### src/rtl/imm_decode_stage.sv
// ============================================================================
// imm_decode_stage
// ----------------------------------------------------------------------------
// Purpose:
//   Decodes the immediate field of a 32-bit RISC-V instruction word and
//   extends it to XLEN bits. Each decoded result goes into a small FIFO that
//   has valid/ready handshakes on both sides. A result pushed into an empty
//   buffer is presented on the next cycle.
//
// Parameters:
//   XLEN  - width of the extended immediate (32 or 64)
//   DEPTH - number of result buffer entries (power of two, >= 2)
//
// Ports:
//   clk         in   1              rising-edge clock
//   rst_n       in   1              synchronous active-low reset
//   in_valid    in   1              an instruction is offered
//   in_ready    out  1              buffer has room (occupancy != DEPTH)
//   inst        in   32             instruction word
//   imm_src     in   3              immediate format select
//   out_valid   out  1              a result is presented (occupancy != 0)
//   out_ready   in   1              consumer takes the head result
//   imm_ext     out  XLEN           head result, 0 when empty
//   imm_illegal out  1              head result came from imm_src 3'b111
//   occupancy   out  $clog2(DEPTH)+1 number of valid entries
//   perf_count  out  16             pop counter, saturating at 0xFFFF
//                                   (only with IMM_DECODE_PERF_EN defined)
//
// Configuration macro:
//   IMM_DECODE_PERF_EN - adds the perf_count port and its counter.
// ============================================================================
module imm_decode_stage #(
    parameter int XLEN  = 32,
    parameter int DEPTH = 2
) (
    input  logic                       clk,
    input  logic                       rst_n,
    input  logic                       in_valid,
    output logic                       in_ready,
    input  logic [31:0]                inst,
    input  logic [2:0]                 imm_src,
    output logic                       out_valid,
    input  logic                       out_ready,
    output logic [XLEN-1:0]            imm_ext,
    output logic                       imm_illegal,
    output logic [$clog2(DEPTH):0]     occupancy
`ifdef IMM_DECODE_PERF_EN
    ,
    output logic [15:0]                perf_count
`endif
);

    localparam int PTR_W = $clog2(DEPTH);
    localparam int OCC_W = PTR_W + 1;

    logic [31:0]      imm32;
    logic [XLEN-1:0]  dec_imm;
    logic             dec_illegal;

    logic [XLEN-1:0]  imm_mem_q [DEPTH];
    logic [XLEN-1:0]  imm_mem_d [DEPTH];
    logic             ill_mem_q [DEPTH];
    logic             ill_mem_d [DEPTH];

    logic [PTR_W-1:0] wr_ptr_q, wr_ptr_d;
    logic [PTR_W-1:0] rd_ptr_q, rd_ptr_d;
    logic [OCC_W-1:0] occ_q, occ_d;

    logic             push;
    logic             pop;

    // The opcode bits never affect the immediate. They are folded into a
    // signal that is explicitly named as unused.
    logic             unused_opcode;
    assign unused_opcode = ^inst[6:0];

    // Every format is first built as a 32-bit value whose bit 31 is the
    // correct sign. A single signed cast then extends it to XLEN. The
    // zero-extended formats (I-shift, Z) always have bit 31 clear, so the
    // same cast zero-extends them.
    always_comb begin
        imm32       = '0;
        dec_illegal = 1'b0;
        case (imm_src)
            3'b000: imm32 = {{20{inst[31]}}, inst[31:20]};
            3'b001: imm32 = {{20{inst[31]}}, inst[31:25], inst[11:7]};
            3'b010: imm32 = {inst[31:12], 12'b0};
            3'b011: begin
                if (XLEN == 64) imm32 = {26'b0, inst[25:20]};
                else            imm32 = {27'b0, inst[24:20]};
            end
            3'b100: imm32 = {27'b0, inst[19:15]};
            3'b101: imm32 = {{19{inst[31]}}, inst[31], inst[7], inst[30:25],
                             inst[11:8], 1'b0};
            3'b110: imm32 = {{11{inst[31]}}, inst[31], inst[19:12], inst[20],
                             inst[30:21], 1'b0};
            default: dec_illegal = 1'b1;
        endcase
        dec_imm = XLEN'($signed(imm32));
    end

    // The handshake status depends only on registered occupancy, so in_ready
    // has no combinational path from out_ready. When the buffer is full,
    // in_ready is 0, and a push is refused even if a pop happens in the
    // same cycle.
    always_comb begin
        in_ready  = (occ_q != OCC_W'(DEPTH));
        out_valid = (occ_q != '0);
        push      = in_valid && in_ready;
        pop       = out_valid && out_ready;
        occupancy = occ_q;
    end

    // Next-state logic for the buffer. The pointers are PTR_W bits wide and
    // DEPTH is a power of two, so they wrap modulo DEPTH by themselves.
    // A push and a pop together leave the occupancy unchanged.
    always_comb begin
        imm_mem_d = imm_mem_q;
        ill_mem_d = ill_mem_q;
        wr_ptr_d  = wr_ptr_q;
        rd_ptr_d  = rd_ptr_q;
        occ_d     = occ_q;
        if (push) begin
            imm_mem_d[wr_ptr_q] = dec_imm;
            ill_mem_d[wr_ptr_q] = dec_illegal;
            wr_ptr_d            = wr_ptr_q + PTR_W'(1);
        end
        if (pop) begin
            rd_ptr_d = rd_ptr_q + PTR_W'(1);
        end
        case ({push, pop})
            2'b10:   occ_d = occ_q + OCC_W'(1);
            2'b01:   occ_d = occ_q - OCC_W'(1);
            default: occ_d = occ_q;
        endcase
    end

    // Control state. Reset clears the pointers and the occupancy and
    // overrides any push or pop in the same cycle. This discards everything
    // that was buffered.
    always_ff @(posedge clk) begin
        if (!rst_n) begin
            wr_ptr_q <= '0;
            rd_ptr_q <= '0;
            occ_q    <= '0;
        end else begin
            wr_ptr_q <= wr_ptr_d;
            rd_ptr_q <= rd_ptr_d;
            occ_q    <= occ_d;
        end
    end

    // Storage is not reset. An entry can only be read after a push writes
    // it, and the outputs are forced to zero while the buffer is empty.
    // Writes are blocked during reset so the reset cycle leaves no trace.
    always_ff @(posedge clk) begin
        if (rst_n) begin
            imm_mem_q <= imm_mem_d;
            ill_mem_q <= ill_mem_d;
        end
    end

    // The head entry drives the outputs. It stays stable under backpressure
    // because rd_ptr only moves on a pop.
    always_comb begin
        imm_ext     = '0;
        imm_illegal = 1'b0;
        if (out_valid) begin
            imm_ext     = imm_mem_q[rd_ptr_q];
            imm_illegal = ill_mem_q[rd_ptr_q];
        end
    end

`ifdef IMM_DECODE_PERF_EN
    logic [15:0] perf_q, perf_d;

    // Counts pops and holds at 0xFFFF instead of wrapping.
    always_comb begin
        perf_d = perf_q;
        if (pop && (perf_q != 16'hFFFF)) begin
            perf_d = perf_q + 16'd1;
        end
    end

    // Pop counter register.
    always_ff @(posedge clk) begin
        if (!rst_n) perf_q <= '0;
        else        perf_q <= perf_d;
    end

    assign perf_count = perf_q;
`endif

endmodule
### config.mk
export PLATFORM = sky130hd
export DESIGN_NAME = imm_decode_stage
export DESIGN_NICKNAME = d
export VERILOG_FILES = /design/src/rtl/imm_decode_stage.sv
export SDC_FILE = /design/constraint.sdc
export NUM_CORES = 1
export LEC_CHECK = 0
export CELL_PAD_IN_SITES_DETAIL_PLACEMENT = 0
export CELL_PAD_IN_SITES_GLOBAL_PLACEMENT = 1
export CORE_MARGIN = 2
export CORE_UTILIZATION = 41
export CTS_BUF_LIST = sky130_fd_sc_hd__clkbuf_4
export CTS_CLUSTER_SIZE = 24
export DETAILED_ROUTE_END_ITERATION = 6
export PLACE_DENSITY_LB_ADDON = 0.3
export SYNTH_ARGS = -nofsm -noshare
export SYNTH_HDL_FRONTEND = slang
export SYNTH_SLANG_ARGS = --single-unit
### constraint.sdc
create_clock -name clk -period 4.7 [get_ports clk]
set_clock_uncertainty 0.05 [all_clocks]
set_input_delay 0.47 -clock clk [delete_from_list [all_inputs] [get_ports clk]]
set_output_delay 0.47 -clock clk [all_outputs]
set_load 0.02 [all_outputs]
==> results of run 1 <==
## cell families after synthesis
| kind of cell | after synthesis | synth area share (%) |
|---|---|---|
| xor+xnor | 4 | 1.070 |
| compound gates | 51 | 9.477 |
| fa+ha+maj | 1 | 0.3821 |
| simple gates | 67 | 10.39 |
| buf+inv | 24 | 3.783 |
| flops | 70 | 62.97 |
| mux | 38 | 11.92 |
## power by group through the flow
stage | clock [µW] | combinational, µW | sequential, µW
5_1_grt | 333 | 977 | 849
4_1_cts | 312 | 908 | 840
2_1_floorplan | 0 | 558 | 801
3_5_place_dp | 0 | 905 | 855
3_3_place_gp | 0 | 898 | 851
6_report | 298 | 895 | 837
## registers in the layout, summed over array words and instances, names as in the netlist
register   flops
occupancy      2
wr_ptr_q       1
ill_mem_q      2
rd_ptr_q       1
imm_mem_q     64
## layer usage
metal | vias to the layer above | GRT usage (%) | part of all wire (%)
li1 | 1066 | - | -
met1 | 1001 | 20.25 | 45
met2 | 65 | 25.06 | 49
met3 | 12 | 2.981 | 4.2
met4 | 0 | 7.721 | 1.8
met5 | - | 0 | 0
## worst register-to-register path, delay by kind of cell, from the launching register on
family	cells	cell delay, ps
and+or+nand+nor	3	390
buffers and inverters	2	520
DFF	1	470
## worst min path at each step
stage / cells past startpoint / slack, ps / to
2_1_floorplan: 2 / 420 / wr_ptr_q
3_5_place_dp: 2 / 460 / wr_ptr_q
4_1_cts: 2 / 470 / wr_ptr_q
6_report: 2 / 470 / wr_ptr_q
3_3_place_gp: 2 / 450 / wr_ptr_q
5_1_grt: 2 / 520 / wr_ptr_q
## cells in the final DEF, fill, tap and decap left out, types with 2 or more instances in the layout
| master | netlist | routed |
|---|---|---|
| a21o_1 | 8 | 8 |
| a21oi_1 | 13 | 13 |
| a221oi_1 | 3 | 3 |
| a31oi_1 | 7 | 7 |
| and2_1 | 8 | 8 |
| buf_4 | 1 | 5 |
| clkbuf_4 | 0 | 11 |
| clkdlybuf4s50_1 | 0 | 68 |
| clkinv_2 | 0 | 2 |
| dfxtp_1 | 4 | 3 |
| edfxtp_1 | 66 | 66 |
| inv_1 | 6 | 6 |
| mux2_2 | 4 | 4 |
| mux2i_1 | 33 | 33 |
| nand2_1 | 2 | 2 |
| nand2b_1 | 2 | 2 |
| nand3b_1 | 6 | 6 |
| nor2_1 | 36 | 35 |
| nor2b_1 | 5 | 5 |
| o21ai_0 | 17 | 17 |
| or3_1 | 2 | 2 |
| xnor2_1 | 4 | 4 |
## cell type report
type	instances	share of cell area, %
Timing Repair Buffer	73	17.42
Sequential cell	70	50.03
Tap cell	102	3.095
Inverter	6	0.5461
Multi-Input combinational cell	161	26.58
Clock inverter	3	0.3337
Clock buffer	11	2.002
## through the flow
step / utilization (%) / power [µW] / std cells / worst slack [ps] / area, µm²
after floorplan: - / 1359 / 255 / 791.0 / 3274
after global placement: 52.12 / 1749 / 412 / 1685 / 4028
after detailed placement: 52.12 / 1760 / 412 / 1545 / 4028
after CTS: 53.37 / 2060 / 426 / 1660 / 4124
after global routing: 53.37 / 2159 / 426 / 1512 / 4124
final: 53.37 / 2031 / 426 / 1716 / 4124
## cell usage after synthesis (all sizes together)
cell type	n	area share, %
nor2	36	4.1
ha	1	0.38
a21o	8	1.8
nand3b	6	1.4
and2	8	1.5
nor3b	2	0.46
dfxtp	4	2.4
o21ai	17	2.6
mux2i	33	10
and3	1	0.19
a221oi	4	1.3
edfxtp	66	61
nor2b	5	0.96
a31oi	7	1.3
inv	6	0.69
a21oi	13	2.0
a21boi	2	0.46
clkbuf	3	0.34
buf	15	2.8
and4	1	0.27
and2b	1	0.23
mux2	5	1.8
or3	2	0.38
nand2b	2	0.38
xnor2	4	1.1
and3b	1	0.27
nand2	2	0.23
==> flow_metrics.env, run 1 <==
export IMPL_outcome="complete, no violations"
export IMPL_initial_core_util_pct=42.37
export IMPL_multi_input_area_mm2=0.001096
export IMPL_clkTransAtPathRegs_ps=100
export IMPL_drt_antenna_violating_nets=0
export IMPL_setup_viol_count_final=0
export IMPL_fillers=673
export IMPL_vias=2144
export IMPL_power_share_clock_pct=14.7
export IMPL_die_width_um=93.37
export IMPL_worstPathCellList="mux2i_1 -> nor2_1 -> clkdlybuf4s50_1"
export IMPL_drtIter0Drc=90
export IMPL_final_hold_violation_count=0
export IMPL_fin_crit_ps=2984
export IMPL_die_area_mm2=0.008717
export IMPL_arrival_ps=2460
export IMPL_hold_start="wr_ptr_q"
export IMPL_routedWlPerCell_um=14.94
export IMPL_fin_tns_setup_ps=0
export IMPL_relSlewSlack_pct=27.97
export IMPL_grt_ovfl_total=0
export IMPL_gr_usage_all_layers_pct=15.60
export IMPL_r2r_end="imm_mem_q[46]"
export IMPL_num_antenna_cells=0
export IMPL_fmax_mhz=335.1
export IMPL_ctsLongestPathBuffers=2
export IMPL_cp_end_kind="output pin"
export IMPL_rrSetupSlack_ps=2890
export IMPL_cts_tree="built"
export IMPL_grt_max_degree=35
export IMPL_grt_pass1_vias=2067
export IMPL_postCtsSetupBuffers=0
export IMPL_crit_path_top_delay_cell="dfxtp_2"
export IMPL_cts_resized=0
export IMPL_regArea_mm2=0.002063
export IMPL_synth_cells=255
export IMPL_netSwitchingPower_uw=728.4
export IMPL_drv_slew=0
export IMPL_core_mm2=0.007727
export IMPL_synth_seq_cells=70
export IMPL_via_per_inst=5.033
export IMPL_switching_share_pct=35.87
export IMPL_critPathCapture="imm_ext[29]"
export IMPL_power_frac_seq_pct=41.2
export IMPL_path_max_fanout=34
export IMPL_min_period_over_period_pct=63.49
export IMPL_crit_buf_inv=1
export IMPL_grt_first_pass_wirelength_mm=10.14
export IMPL_yosysSeqAreaShare_pct=62.97
export IMPL_die_y_um=93.37
export IMPL_fin_hold_ws_ps=473.9
export IMPL_clkLatencyLatePin_ps=400
export IMPL_peakVddDrop_uv=195.8
export IMPL_nets=361
export IMPL_portBuffers=68
export IMPL_drc_errors=0
export IMPL_hold_buffers=0
export IMPL_syn_to_final_growth_pct=25.95
export IMPL_tightest_slew_ps=1080
export IMPL_drive_above_1_share_pct=8.333
export IMPL_crit_family="flip-flops"
export IMPL_antenna_found_initial=0
export IMPL_ioPinCount=76
export IMPL_htree_levels=3
export IMPL_r2r_start="occupancy[0]"
export IMPL_avgSynthCellArea_um2=12.84
export IMPL_place_congestion=0.8346
export IMPL_wl_mm=6.366
export IMPL_intPower_uw=1302
export IMPL_synth_area_mm2=0.003274
export IMPL_drv_cap=0
export IMPL_dp_hpwl_mm=4.170
export IMPL_core_rowCount=32
export IMPL_rsz0062_at_grt="no"
export IMPL_synth_cell_types=32
export IMPL_crit_required_ps=4180
export IMPL_power_density_mw_per_mm2=492.4
export IMPL_hp_class="flip-flop to flip-flop"
export IMPL_critical_path_max_stage_delay_ps=1060
export IMPL_first_pass_iters=6
export IMPL_combPwrFrac_pct=44.1
export IMPL_startpoint="rd_ptr_q"
export IMPL_start_kind="flip-flop"
export IMPL_reg2regPathDepth=5
export IMPL_clockRootBuffer="clkbuf_4"
export IMPL_leakage_uw=0.001427
export IMPL_crit_type="flip-flop to output pin"
export IMPL_clock_sinks=70
export IMPL_cp_depth=3
export IMPL_yosysWarnings=0
export IMPL_syn_nets=295
export IMPL_cts_buffers=9
(Power assumes the default switching activity.)
==> run 2: changes to the inputs <==
--- a/config.mk
+++ b/config.mk
@@ -8,7 +8,7 @@
 export CELL_PAD_IN_SITES_DETAIL_PLACEMENT = 0
 export CELL_PAD_IN_SITES_GLOBAL_PLACEMENT = 1
 export CORE_MARGIN = 2
-export CORE_UTILIZATION = 41
+export CORE_UTILIZATION = 37
 export CTS_BUF_LIST = sky130_fd_sc_hd__clkbuf_4
 export CTS_CLUSTER_SIZE = 24
 export DETAILED_ROUTE_END_ITERATION = 6
==> constraint.sdc (replaced) <==
create_clock -name clk -period 2.65 [get_ports clk]
set_clock_uncertainty 0.05 [all_clocks]
set_input_delay 0.265 -clock clk [delete_from_list [all_inputs] [get_ports clk]]
set_output_delay 0.265 -clock clk [all_outputs]
set_load 0.02 [all_outputs]
==> flow_metrics.env, run 2 (synthesized netlist as in run 1, its figures left out) <==
export IMPL_outcome="complete, no violations"
export IMPL_routedWlPerCell_um=15.17
export IMPL_drv_slew=0
export IMPL_rsz0062_at_grt="no"
export IMPL_die_y_um=98.07
export IMPL_core_mm2=0.008636
export IMPL_min_period_over_period_pct=86.62
export IMPL_start_kind="flip-flop"
export IMPL_netSwitchingPower_uw=1347
export IMPL_setup_viol_count_final=0
export IMPL_via_per_inst=4.995
export IMPL_power_frac_seq_pct=37.0
export IMPL_portBuffers=68
export IMPL_path_max_fanout=34
export IMPL_power_share_clock_pct=17.5
export IMPL_clockRootBuffer="clkbuf_4"
export IMPL_largest_reg_flops=64
export IMPL_fin_crit_ps=2295
export IMPL_combPwrFrac_pct=45.5
export IMPL_core_rowCount=34
export IMPL_tightest_slew_ps=666.6
export IMPL_hp_class="input port to flip-flop"
export IMPL_intPower_uw=2411
export IMPL_final_hold_violation_count=0
export IMPL_clkLatencyLatePin_ps=410
export IMPL_hold_buffers=0
export IMPL_fmax_mhz=435.6
export IMPL_critical_path_max_stage_delay_ps=620
export IMPL_switching_share_pct=35.85
export IMPL_place_congestion=0.8628
export IMPL_grt_max_degree=35
export IMPL_crit_type="flip-flop to output pin"
export IMPL_crit_buf_inv=2
export IMPL_crit_family="buffers and inverters"
export IMPL_clkTransAtPathRegs_ps=110
export IMPL_finish_utilization_pct=49.00
export IMPL_drtIter0Drc=155
export IMPL_crit_required_ps=2340
export IMPL_leakage_uw=0.001464
export IMPL_gr_usage_all_layers_pct=14.54
export IMPL_crit_path_top_delay_cell="clkdlybuf4s50_1"
export IMPL_worstPathCellList="nor2_2 -> buf_4 -> nor2_1 -> clkdlybuf4s50_1"
export IMPL_grt_first_pass_wirelength_mm=10.85
export IMPL_cts_resized=0
export IMPL_mostFrequentLayoutCell="clkdlybuf4s50_1"
export IMPL_arrival_ps=1980
export IMPL_fin_hold_ws_ps=484.5
export IMPL_first_pass_iters=4
export IMPL_num_antenna_cells=0
export IMPL_dp_hpwl_mm=4.457
export IMPL_wl_mm=6.674
export IMPL_drt_antenna_violating_nets=0
export IMPL_drc_errors=0
export IMPL_cts_tree="built"
export IMPL_drv_cap=0
export IMPL_fin_tns_setup_ps=0
export IMPL_peakVddDrop_uv=406.4
export IMPL_initial_core_util_pct=37.92
export IMPL_nets=367
export IMPL_relSlewSlack_pct=55.47
export IMPL_htree_levels=3
export IMPL_grt_pass1_vias=2209
export IMPL_clock_sinks=70
export IMPL_regMostFlops="imm_mem_q"
export IMPL_drive_above_1_share_pct=10.24
export IMPL_cts_buffers=9
export IMPL_cp_end_kind="output pin"
export IMPL_grt_ovfl_total=0
export IMPL_syn_to_final_growth_pct=29.23
export IMPL_vias=2198
export IMPL_postCtsSetupBuffers=0
export IMPL_die_width_um=98.07
export IMPL_layout_common_cells="clkdlybuf4s50_1 (68), edfxtp_1 (66), nor2_1 (35)"
export IMPL_ctsLongestPathBuffers=2
export IMPL_die_area_mm2=0.009618
export IMPL_ioPinCount=76
export IMPL_antenna_found_initial=0
export IMPL_power_density_mw_per_mm2=888.1
export IMPL_rrSetupSlack_ps=820
==> run 2: cell types whose count changed in the layout (fill, tap and decap cells not counted), sizes merged <==
cell and change:
buf +6, bufinv +1, clkinvlp +3, clkbuf -2
==> run 2: worst reg2reg max path, cell delays in order, from the launching register on <==
cell	delay [ps]
dfxtp_1	480
nor2b_1	110
inv_1	90
nand2_1	110
nor3b_4	190
buf_4	420
==> run 2: path summary, 6_finish.rpt <==
check / startpoint / end / cells after the start
setup / recovery: occupancy[0] / imm_ext[18] / 4
hold / removal: inst[13] / imm_mem_q[13] / 2
setup reg to reg: occupancy[0] / imm_mem_q[51] / 5
hold reg to reg: wr_ptr_q / wr_ptr_q / 2
==> run 2: area by class of cell <==
cell class                      count  area [µm²]
Timing Repair Buffer               79       775.7
Fill cell                         804        4404
Sequential cell                    70        2063
Inverter                            6       22.52
Clock inverter                      7       65.06
Tap cell                          108       135.1
Clock buffer                        9       67.56
Multi-Input combinational cell    161        1102
==> run 2: through the flow <==
stage / power, µW / setup WS, ps / instance area, µm² / cells
6_report: 3758 / 354.6 / 4232 / 440
5_1_grt: 3961 / 189.7 / 4232 / 440
4_1_cts: 3805 / 323.1 / 4232 / 440
3_5_place_dp: 3155 / 319.2 / 4099 / 424
3_3_place_gp: 3135 / 371.8 / 4099 / 424
2_1_floorplan: 2413 / 311.3 / 3286 / 255
==> run 2: power groups by stage <==
stage / Combinational [µW] / Sequential, µW / Clock (µW)
final: 1710 / 1390 / 656
after CTS: 1740 / 1390 / 674
after global placement: 1720 / 1410 / 0
after detailed placement: 1740 / 1420 / 0
after floorplan: 995 / 1420 / 0
after global routing: 1840 / 1410 / 713
==> run 2: layer usage <==
layer  track usage (%)  routed length [µm]
met5                 0                   0
met3             2.720                 233
met2             23.34                3236
met4             6.410                 134
met1             19.29                3070
==> run 3: changes to the inputs <==
--- a/config.mk
+++ b/config.mk
@@ -8,7 +8,7 @@
 export CELL_PAD_IN_SITES_DETAIL_PLACEMENT = 0
 export CELL_PAD_IN_SITES_GLOBAL_PLACEMENT = 1
 export CORE_MARGIN = 2
-export CORE_UTILIZATION = 37
+export CORE_UTILIZATION = 30
 export CTS_BUF_LIST = sky130_fd_sc_hd__clkbuf_4
 export CTS_CLUSTER_SIZE = 24
 export DETAILED_ROUTE_END_ITERATION = 6
==> flow_metrics.env, run 3 (synthesized netlist as in run 1, its figures left out) <==
export IMPL_outcome="complete, no violations"
export IMPL_die_area_mm2=0.01177
export IMPL_core_rowCount=38
export IMPL_mostFrequentLayoutCell="clkdlybuf4s50_1"
export IMPL_combPwrFrac_pct=46.9
export IMPL_clkLatencyLatePin_ps=400
export IMPL_intPower_uw=2348
export IMPL_ioPinCount=76
export IMPL_min_period_over_period_pct=86.10
export IMPL_cts_tree="built"
export IMPL_leakage_uw=0.001469
export IMPL_power_share_clock_pct=15.2
export IMPL_grt_max_degree=35
export IMPL_htree_levels=3
export IMPL_power_density_mw_per_mm2=865.0
export IMPL_num_antenna_cells=0
export IMPL_nets=368
export IMPL_portBuffers=68
export IMPL_first_pass_iters=4
export IMPL_vias=2203
export IMPL_peakVddDrop_uv=853.8
export IMPL_largest_reg_flops=64
export IMPL_cts_resized=0
export IMPL_regMostFlops="imm_mem_q"
export IMPL_clockRootBuffer="clkbuf_4"
export IMPL_clock_sinks=70
export IMPL_drv_slew=0
export IMPL_switching_share_pct=36.17
export IMPL_power_frac_seq_pct=37.8
export IMPL_drtIter0Drc=185
export IMPL_relSlewSlack_pct=55.96
export IMPL_drt_antenna_violating_nets=0
export IMPL_layout_common_cells="clkdlybuf4s50_1 (68), edfxtp_1 (66), nor2_1 (35)"
export IMPL_netSwitchingPower_uw=1331
export IMPL_tightest_slew_ps=659.2
export IMPL_drc_errors=0
export IMPL_postCtsSetupBuffers=0
export IMPL_multi_input_area_mm2=0.001102
export IMPL_fillers=1073
export IMPL_hp_class="flip-flop to flip-flop"
export IMPL_final_hold_violation_count=0
export IMPL_grt_ovfl_total=0
export IMPL_place_congestion=0.8238
export IMPL_rrSetupSlack_ps=790
export IMPL_fin_tns_setup_ps=0
export IMPL_routedWlPerCell_um=15.17
export IMPL_syn_to_final_growth_pct=29.88
export IMPL_arrival_ps=1970
export IMPL_drive_above_1_share_pct=10.21
export IMPL_start_kind="flip-flop"
export IMPL_crit_required_ps=2340
export IMPL_initial_core_util_pct=30.47
export IMPL_regArea_mm2=0.002063
export IMPL_via_per_inst=4.658
export IMPL_cts_buffers=9
export IMPL_cp_end_kind="output pin"
export IMPL_gr_usage_all_layers_pct=12.83
export IMPL_core_mm2=0.01075
export IMPL_setup_viol_count_final=0
export IMPL_die_y_um=108.5
export IMPL_die_width_um=108.5
export IMPL_clkTransAtPathRegs_ps=110
export IMPL_finalPower_uw=3679
export IMPL_crit_type="flip-flop to output pin"
export IMPL_rsz0062_at_grt="no"
export IMPL_hold_buffers=0
export IMPL_antenna_found_initial=0
export IMPL_grt_first_pass_wirelength_mm=11.23
export IMPL_fin_hold_ws_ps=492.5
export IMPL_ctsLongestPathBuffers=2
export IMPL_fin_crit_ps=2282
export IMPL_drv_cap=0
export IMPL_wl_mm=7.175
export IMPL_fmax_mhz=438.3
export IMPL_path_max_fanout=34
export IMPL_dp_hpwl_mm=4.771
export IMPL_grt_pass1_vias=2225
-- run 3: cell count changes in the layout (fill, tap and decap cells not counted), sizes merged --
cell	change
clkinvlp	-3
bufinv	-1
buf	+1
clkinv	+1
clkbuf	+3
-- run 3: layout make-up --
| type | count | share of cell area (%) |
|---|---|---|
| clock buffer | 12 | 2.118 |
| clock inverter | 4 | 0.3825 |
| timing repair buffer | 80 | 18.42 |
| tap | 140 | 4.119 |
| multi-input combinational | 161 | 25.92 |
| sequential | 70 | 48.51 |
| inverter | 6 | 0.5296 |
-- run 3: per-layer routing --
| layer | wire [µm] | track usage (%) |
|---|---|---|
| met3 | 408 | 3.797 |
| met4 | 80 | 4.945 |
| met5 | 0 | 0 |
| met1 | 3188 | 16.00 |
| met2 | 3497 | 20.94 |
-- run 3: worst paths after layout --
| kind | startpoint | to | cells after the start |
|---|---|---|---|
| min reg2reg | wr_ptr_q | wr_ptr_q | 2 |
| max reg2reg | occupancy[0] | imm_mem_q[53] | 5 |
| max | occupancy[0] | imm_ext[19] | 4 |
| min | wr_ptr_q | wr_ptr_q | 2 |
-- run 3: stage by stage --
stage	std cells	area [µm²]	setup slack, ps	util (%)
3_3_place_gp	457	4146	450.9	38.59
2_1_floorplan	255	3286	311.3	-
4_1_cts	473	4253	288.7	39.58
6_report	473	4253	368.3	39.58
5_1_grt	473	4253	202.2	39.58
3_5_place_dp	457	4146	448.1	38.59
-- run 3: power by group through the flow --
stage          logic, µW  registers, µW  clock network [µW]
2_1_floorplan        995           1420                   0
3_3_place_gp        1750           1410                   0
3_5_place_dp        1770           1420                   0
4_1_cts             1770           1390                 583
5_1_grt             1880           1400                 633
6_report            1730           1390                 560
-- run 3: worst max-delay path, stage by stage (launching register included) --
cell and delay, ps:
dfxtp_1 480, nor2_2 50, buf_4 250, nor2_1 160, clkdlybuf4s50_1 610
